`config.mk`:
```
export PLATFORM = sky130hd
export DESIGN_NAME = tetra_lut_interp_seq
export DESIGN_NICKNAME = d
export VERILOG_FILES = /design/src/rtl/tetra_lut_interp_seq.sv
export SDC_FILE = /design/constraint.sdc
export NUM_CORES = 1
export LEC_CHECK = 0
export CAP_MARGIN = 25
export CORE_UTILIZATION = 45
export CTS_CLUSTER_DIAMETER = 50
export DETAILED_ROUTE_END_ITERATION = 12
export PLACE_DENSITY = 0.63
export SLEW_MARGIN = 20
export SYNTH_ARGS = -nofsm -noshare
export SYNTH_HDL_FRONTEND = slang
export SYNTH_SLANG_ARGS = --single-unit
```
`constraint.sdc`:
```
create_clock -name clk -period 8.45 [get_ports clk]
set_input_delay 0.845 -clock clk [delete_from_list [all_inputs] [get_ports clk]]
set_output_delay 0.845 -clock clk [all_outputs]
set_load 0.05 [all_outputs]
```
`src/rtl/tetra_lut_interp_seq.sv`:
```
// rtl/tetra_lut_interp_seq.sv - sequential tetrahedral 3D-LUT interpolator over a single-port LUT SRAM
// Optional TETRA_ROUND_EN: round accumulations back to node scale on out_data.
module tetra_lut_interp_seq #(
  parameter int IN_W      = 8,
  parameter int OFFSET    = 16,
  parameter int IDX_SHIFT = 4,
  parameter int FRAC_W    = 3,
  parameter int GRID      = 15,
  parameter int CH        = 4,
  parameter int CW        = 8,
  parameter int ADDR_W    = 12,
  parameter int OUT_W     = CW + FRAC_W
) (
  input  logic                  clk,
  input  logic                  rst,
  input  logic                  in_valid,
  output logic                  in_ready,
  input  logic [IN_W-1:0]       in_x,
  input  logic [IN_W-1:0]       in_y,
  input  logic [IN_W-1:0]       in_z,
  output logic                  mem_en,
  output logic [ADDR_W-1:0]     mem_addr,
  input  logic [CH*CW-1:0]      mem_rdata,
  output logic                  out_valid,
  input  logic                  out_ready,
  output logic [CH*OUT_W-1:0]   out_data
);

  localparam int WW = FRAC_W + 1;
  localparam logic [WW-1:0]     S     = WW'(1 << FRAC_W);
  localparam logic [ADDR_W-1:0] STR_X = ADDR_W'(GRID * GRID);
  localparam logic [ADDR_W-1:0] STR_Y = ADDR_W'(GRID);
  localparam logic [ADDR_W-1:0] STR_Z = ADDR_W'(1);

  typedef enum logic [1:0] {IDLE, FETCH, DRAIN, OUT} state_t;

  state_t                    state_q, state_d;
  logic [1:0]                k_q, k_d;
  logic [ADDR_W-1:0]         addr_q [4];
  logic [ADDR_W-1:0]         addr_d [4];
  logic [WW-1:0]             w_q [4];
  logic [WW-1:0]             w_d [4];
  logic signed [OUT_W-1:0]   acc_q [CH];
  logic signed [OUT_W-1:0]   acc_d [CH];

  logic [IN_W-1:0]           samp [3];
  logic [IN_W-1:0]           n [3];
  logic [IN_W-1:0]           idx [3];
  logic [WW-1:0]             lf [3];
  logic [ADDR_W-1:0]         base, off1, off2;
  logic [WW-1:0]             mx, md, mn;
  logic [1:0]                widx;
  logic                      acc_en;
  logic signed [OUT_W:0]     w_ext;
  logic signed [OUT_W:0]     lane_ext [CH];
  logic signed [OUT_W:0]     prod [CH];

  assign samp[0] = in_x;
  assign samp[1] = in_y;
  assign samp[2] = in_z;

  // Past the last cell the index pins to the final cell with full weight on the upper node.
  always_comb begin
    for (int a = 0; a < 3; a++) begin
      n[a]   = (samp[a] < IN_W'(OFFSET)) ? '0 : samp[a] - IN_W'(OFFSET);
      idx[a] = n[a] >> IDX_SHIFT;
      lf[a]  = {1'b0, n[a][IDX_SHIFT-1 -: FRAC_W]};
      if (idx[a] >= IN_W'(GRID - 1)) begin
        idx[a] = IN_W'(GRID - 2);
        lf[a]  = S;
      end
    end
    base = ADDR_W'(idx[0]) * STR_X + ADDR_W'(idx[1]) * STR_Y + ADDR_W'(idx[2]);
  end

  // off1/off2 are the strides walked from P000 towards P111; mx/md/mn follow the same axis order.
  always_comb begin
    off1 = STR_Y; off2 = STR_X; mx = lf[1]; md = lf[0]; mn = lf[2];
    if (lf[0] > lf[1]) begin
      if (lf[1] > lf[2]) begin
        off1 = STR_X; off2 = STR_Y; mx = lf[0]; md = lf[1]; mn = lf[2];
      end else if (lf[0] > lf[2]) begin
        off1 = STR_X; off2 = STR_Z; mx = lf[0]; md = lf[2]; mn = lf[1];
      end else begin
        off1 = STR_Z; off2 = STR_X; mx = lf[2]; md = lf[0]; mn = lf[1];
      end
    end else begin
      if (lf[2] > lf[1]) begin
        off1 = STR_Z; off2 = STR_Y; mx = lf[2]; md = lf[1]; mn = lf[0];
      end else if (lf[2] > lf[0]) begin
        off1 = STR_Y; off2 = STR_Z; mx = lf[1]; md = lf[2]; mn = lf[0];
      end
    end
  end

  // Read data lags the strobe by one cycle, so the weight index trails k by one.
  assign acc_en = (state_q == FETCH && k_q != 2'd0) || state_q == DRAIN;
  assign widx   = (state_q == DRAIN) ? 2'd3 : k_q - 2'd1;
  assign w_ext  = {{(OUT_W + 1 - WW){1'b0}}, w_q[widx]};

  always_comb begin
    for (int c = 0; c < CH; c++) begin
      lane_ext[c] = {{(OUT_W + 1 - CW){mem_rdata[c*CW + CW - 1]}}, mem_rdata[c*CW +: CW]};
      prod[c]     = lane_ext[c] * w_ext;
    end
  end

  always_comb begin
    state_d = state_q;
    k_d     = k_q;
    addr_d  = addr_q;
    w_d     = w_q;
    acc_d   = acc_q;
    unique case (state_q)
      IDLE: if (in_valid) begin
        state_d   = FETCH;
        k_d       = 2'd0;
        addr_d[0] = base;
        addr_d[1] = base + off1;
        addr_d[2] = base + off1 + off2;
        addr_d[3] = base + STR_X + STR_Y + STR_Z;
        w_d[0]    = S - mx;
        w_d[1]    = mx - md;
        w_d[2]    = md - mn;
        w_d[3]    = mn;
        for (int c = 0; c < CH; c++) acc_d[c] = '0;
      end
      FETCH: begin
        k_d = k_q + 2'd1;
        if (k_q == 2'd3) state_d = DRAIN;
      end
      DRAIN: state_d = OUT;
      OUT:   if (out_ready) state_d = IDLE;
      default: state_d = IDLE;
    endcase
    if (acc_en) begin
      for (int c = 0; c < CH; c++) acc_d[c] = acc_q[c] + prod[c][OUT_W-1:0];
    end
  end

  always_ff @(posedge clk) begin
    if (rst) begin
      state_q <= IDLE;
      k_q     <= '0;
      for (int i = 0; i < 4; i++) begin
        addr_q[i] <= '0;
        w_q[i]    <= '0;
      end
      for (int c = 0; c < CH; c++) acc_q[c] <= '0;
    end else begin
      state_q <= state_d;
      k_q     <= k_d;
      addr_q  <= addr_d;
      w_q     <= w_d;
      acc_q   <= acc_d;
    end
  end

  assign in_ready  = (state_q == IDLE) && !rst;
  assign mem_en    = (state_q == FETCH);
  assign mem_addr  = mem_en ? addr_q[k_q] : '0;
  assign out_valid = (state_q == OUT);

`ifdef TETRA_ROUND_EN
  localparam logic signed [OUT_W:0] RND_HALF = (OUT_W + 1)'(1 << (FRAC_W - 1));
  logic signed [OUT_W:0] rnd [CH];

  always_comb begin
    out_data = '0;
    for (int c = 0; c < CH; c++) begin
      rnd[c] = {acc_q[c][OUT_W-1], acc_q[c]} + RND_HALF;
      out_data[c*OUT_W +: OUT_W] = OUT_W'(rnd[c] >>> FRAC_W);
    end
  end
`else
  always_comb begin
    out_data = '0;
    for (int c = 0; c < CH; c++) out_data[c*OUT_W +: OUT_W] = acc_q[c];
  end
`endif

endmodule

```
-- Yosys cells after proc, flatten, opt, wreduce, memory -nomap -nowiden
Index checks and enable logic that the tools add are counted.
Widths: inputs -> output; s select.
- output and inout port bits: 59
- register bits: 112
- input bits: 60
- logic and storage cells: 122
- bitwise gates (word level): 2
- $add $sub $neg: 19
- equality and inequality tests: 7
- mux-type cells: 48
- multiply operators: 6
- reduce and logical (&&, ||, !) cells: 13
- order comparisons: 13
- operators by type and width (operator ; number):
    $mux 44 ; 3
    $mux 4 ; 22
    $mux 8 ; 9
    $mux 12 ; 5
    $add 11x11->11 ; 4
    $mul 8x5->11 ; 4
    $add 12x12->12 ; 2
    $add 12x8->12 ; 2
    $bmux 12 s2 ; 1
    $lt 8x5->1 const B ; 3
    $sub 8x5->8 const B ; 3
    $gt 4x4->1 ; 5
    $add 12x1->12 const B ; 1
    $add 12x4->12 const B ; 1
    $add 12x8->12 const B ; 1
    $ge 4x4->1 const B ; 3
    $mul 4x8->12 const B ; 1
    $mux 2 ; 5
    $bmux 4 s2 ; 1
    $mul 4x4->8 const B ; 1
    $pmux 2 s4 ; 1
    $reduce_bool 2->1 ; 4
    $sub 4x4->4 ; 2
    $eq 2x2->1 const B ; 3
    other kinds (15) ; 21

-- Longest topological paths before layout
- word-level depth: 10
- mapped depth: 33
- depth with buffers taken out: 32

-- Worst setup path before layout
No wires, ideal clock.
- path kind: input port to flip-flop
- start: input port in_y[4]
- end: register addr_q[23] (netlist name)
- arrival: 6973 ps
- stages: 30
- slack: 1362 ps
- path buffers: 1
- library setup time: 115 ps
- data required time: 8335 ps
- cell sequence: inv_1 > ha_1 > nor3_1 > a21o_1 > ha_1 > and2_1 > buf_6 > inv_2 > o21ai_0 > inv_1 > fa_1 > inv_1 > fa_1 > fa_1 > inv_1 > fa_1 > inv_1 > ha_1 > a21o_1 > a221o_1 > nor2_1 > xnor2_1 > ha_1 > and4_1 > a21o_1 > xnor2_1 > o2111ai_1 > nor3_1 > xnor2_1 > a31o_1
- word-level cells in the longest chain between the ends: 9
- elaborated cells between the ends (all ways): 20
- classes of those cells: 5 x add/sub; 1 x mul; 5 x order compare; 9 x mux
- ends and longest elaborated chain (what ; RTL line ; source):
    start: declaration ; 19 ; input logic [IN_W-1:0] in_y,
    $sub 8x5->8 / $lt 8x5->1 (equally long branches) ; 65 ; n[a] = (samp[a] < IN_W'(OFFSET)) ? '0 : samp[a] - IN_W'(OFFSET);
    $mux 8 (*) ; 65 ;
    $ge 4x4->1 ; 68 ; if (idx[a] >= IN_W'(GRID - 1)) begin
    $mux 4 (*) ; 68 ;
    $mul 4x4->8 (*) ; 73 ; base = ADDR_W'(idx[0]) * STR_X + ADDR_W'(idx[1]) * STR_Y + ADDR_W'(idx[2]);
    $add 12x8->12 (*) (2 in a row) ; 73 ;
    via base[7] ; 50 ; logic [ADDR_W-1:0] base, off1, off2;
    $add 12x12->12 (*) (2 in a row) ; 120 ; addr_d[2] = base + off1 + off2;
    end signal: assignment ; 153 ; addr_q <= addr_d;
    end: declaration ; 39 ; logic [ADDR_W-1:0] addr_q [4];
The timed path passes the listed nets; every way through them passes the cells marked *.
A chain may end at the register's enable or synchronous reset.

-- Worst setup path after layout
Ends and elaborated chain as after synthesis.

==> flow_summary.ini <==
[floorplanning]
die_area_um2 = 28800
num_io_pins = 119
die_x_um = 169.7
rows = 61
start_util_pct = 45.68
fp.dieH_um = 169.7
core_um2 = 27710

[worst_setup_path]
cpMostUsedCell = inv_1
crit_type = primary input to flop
crit_fanout = 6
crit_path_end_kind = flop
cp.depth = 30
required_ns = 8.71
crit_buf_inv = 7
path_delay_family = adder cells
slowest_delay_ns = 0.54
worstRegToRegCells = 21
start_kind = primary input
cp_slowest_cell = fa_1
cp.arrival_ns = 7.99
r2r_slack_ns = 2.68

[yosys]
synthCells = 1491
synth_warnings = 0
ys_top_cells_by_area = fa_1 (18%), dfxtp_1 (17%), ha_1 (16%), and2_1 (6.3%), inv_1 (5.1%)
syn_avg_cell_area_um2 = 8.489
yosys_register_bits = 110
synth_most_common_cell = inv_1
synth_top_area_share_pct = 17.56
synth.largest_area_cell = fa_1
syn-num-nets = 1828
synth_edf_count = 0
synthFlopType = dfxtp_1
synth.distinct_cells = 66
synth.yosys.seq_area_share_pct = 17.40
async_reset_ff_share_pct = 0
syn_area_um2 = 12660
synth_common_cells = inv_1 (173), ha_1 (166), nand2_1 (136), and2_1 (127), fa_1 (111)

[clock_network]
clkTransAtPathRegs_ns = 0.08
cts_tree = yes
root_buffer = clkbuf_16
cts_made_buffers = 9
clock_path_buffers = 2
hold_buffers = 0
clock_latency_ns = 0.36
cts_resized = 0
clkSinkCount = 110
cts_setup_buffers = 0
cts_max_level = 3

[timing]
fin_ws_ns = 0.7220
rsz0062_at_grt = false
hold_viol = 0
finalCritPeriodShare_pct = 91.46
setup_tns_ns = 0
finalClockSkew_ns = 0.01015
tightestPinTransition_ns = 0.9655
max_slew_margin_pct = 35.63
fmax_ghz = 0.1294
finalMaxSlewViolations = 0
setup_viol = 0
min_period_ns = 7.728

[global_routing]
grt_pass1_vias = 10090
antenna_found_initial = 1
grtUsageTotal_pct = 21.40
grt-ovfl-total = 0
grt_pass1_wl_um = 49810
grt_max_degree = 86

[job]
max-cap-violations = 0

[drt]
num_vias = 10180
ant_nets = 0
drc = 0
wire_per_inst_um = 14.92
drtIter0Drc = 474
vias_per_cell = 5.216
drt_pass1_iterations = 5
drt-total-wl_um = 29120

[outcome]
status = finished clean

[place]
io_buffers = 115
pre_cts_ws_ns = 0.3753
gp_congestion = 0.8435
dp_hpwl_um = 22180

[worst_hold_path]
min_path_cells = 2
worstHoldPathType = flop to flop

[finish]
final_nets = 1905
drive_above_1_share_pct = 4.387
synthToLayoutAreaGrowth_pct = 14.45
-- layer usage --
layer | wire, um | vias up | global-route usage [%]
met1 | 13790 | 4865 | 28.68
li1 | - | 5126 | -
met4 | 345 | 0 | 5.445
met2 | 13990 | 172 | 36.80
met5 | 0 | - | 0
met3 | 992 | 18 | 2.029
-- logic make-up after synthesis --
| logic type | after synthesis | share of synthesized area, % |
|---|---|---|
| compound gates | 279 | 13.86 |
| flops | 110 | 17.40 |
| mux | 20 | 2.718 |
| fa+ha+maj | 277 | 33.97 |
| simple gates | 486 | 19.10 |
| buf+inv | 235 | 7.088 |
| xor+xnor | 84 | 5.872 |
-- final timing paths --
path,to,start
max,addr_q[23],in_y[4]
min,addr_q[8],addr_q[8]
max reg2reg,out_data[32],k_q[1]
min reg2reg,addr_q[8],addr_q[8]
-- cell usage in the layout, fill, tap and decap left out, types with 4 or more instances in the layout --
| cell type | n |
|---|---|
| clkdlybuf4s50_1 | 114 |
| o21bai_1 | 7 |
| a311oi_1 | 4 |
| o21a_1 | 7 |
| nand2_1 | 135 |
| xnor2_1 | 65 |
| o211ai_1 | 4 |
| o21ai_1 | 9 |
| o21ai_0 | 46 |
| a31oi_1 | 19 |
| inv_1 | 173 |
| a211oi_1 | 28 |
| nor3_1 | 23 |
| nand2b_1 | 14 |
| a21o_1 | 19 |
| nand3_1 | 44 |
| o22ai_1 | 5 |
| mux4_2 | 11 |
| xor2_1 | 18 |
| buf_4 | 13 |
| mux2i_1 | 4 |
| a21oi_1 | 94 |
| dfxtp_1 | 110 |
| and3_1 | 8 |
| a21oi_2 | 4 |
| and2_1 | 126 |
| ha_1 | 166 |
| nand4_1 | 10 |
| clkbuf_16 | 9 |
| nor2b_1 | 19 |
| fa_1 | 111 |
| mux2_2 | 5 |
| or3_1 | 6 |
| nor2_1 | 89 |
-- sequential cells by signal, summed over array words and instances (netlist names) --
signal / count
addr_q: 46
k_q: 2
out_data: 44
state_q: 2
w_q: 16
-- final cells by class --
cell class                 instances  area (um2)
antenna                            1       2.502
clock buffer                       9       225.2
clock inverter                     7       102.6
fill                            2702       13220
inverter                         174       653.1
multi-input combinational       1146        9589
sequential                       110        2202
tap                              378       473.0
timing repair buffer             127        1239
-- worst register-to-register path, stage by stage (launching register included) --
cell	delay (ns)
dfxtp_1	0.79
inv_1	0.11
ha_1	0.51
mux2_2	0.38
o22ai_1	0.17
a21oi_2	0.08
buf_4	0.26
nand2_1	0.15
fa_1	0.43
fa_1	0.49
fa_1	0.58
inv_1	0.05
ha_1	0.33
nor2b_1	0.16
o21ai_0	0.18
a21oi_1	0.11
o21ai_0	0.16
nand2b_1	0.11
a21o_1	0.18
a21oi_1	0.19
xnor2_1	0.14
o21ai_0	0.08
-- through the flow --
stage	instances	cell area, um2	hold WS (ns)	util, %
CTS	1951	14480	0.4583	52.28
global route	1952	14490	0.4757	52.29
global placement	1935	14150	0.4360	51.07
detailed placement	1935	14160	0.4464	51.10
floorplan	1491	12660	0.4284	-
finish	1952	14490	0.4568	52.29
Power is left out: the tool's default activity adds up to more than one toggle a clock period on the data nets, which glitch-free logic cannot reach.
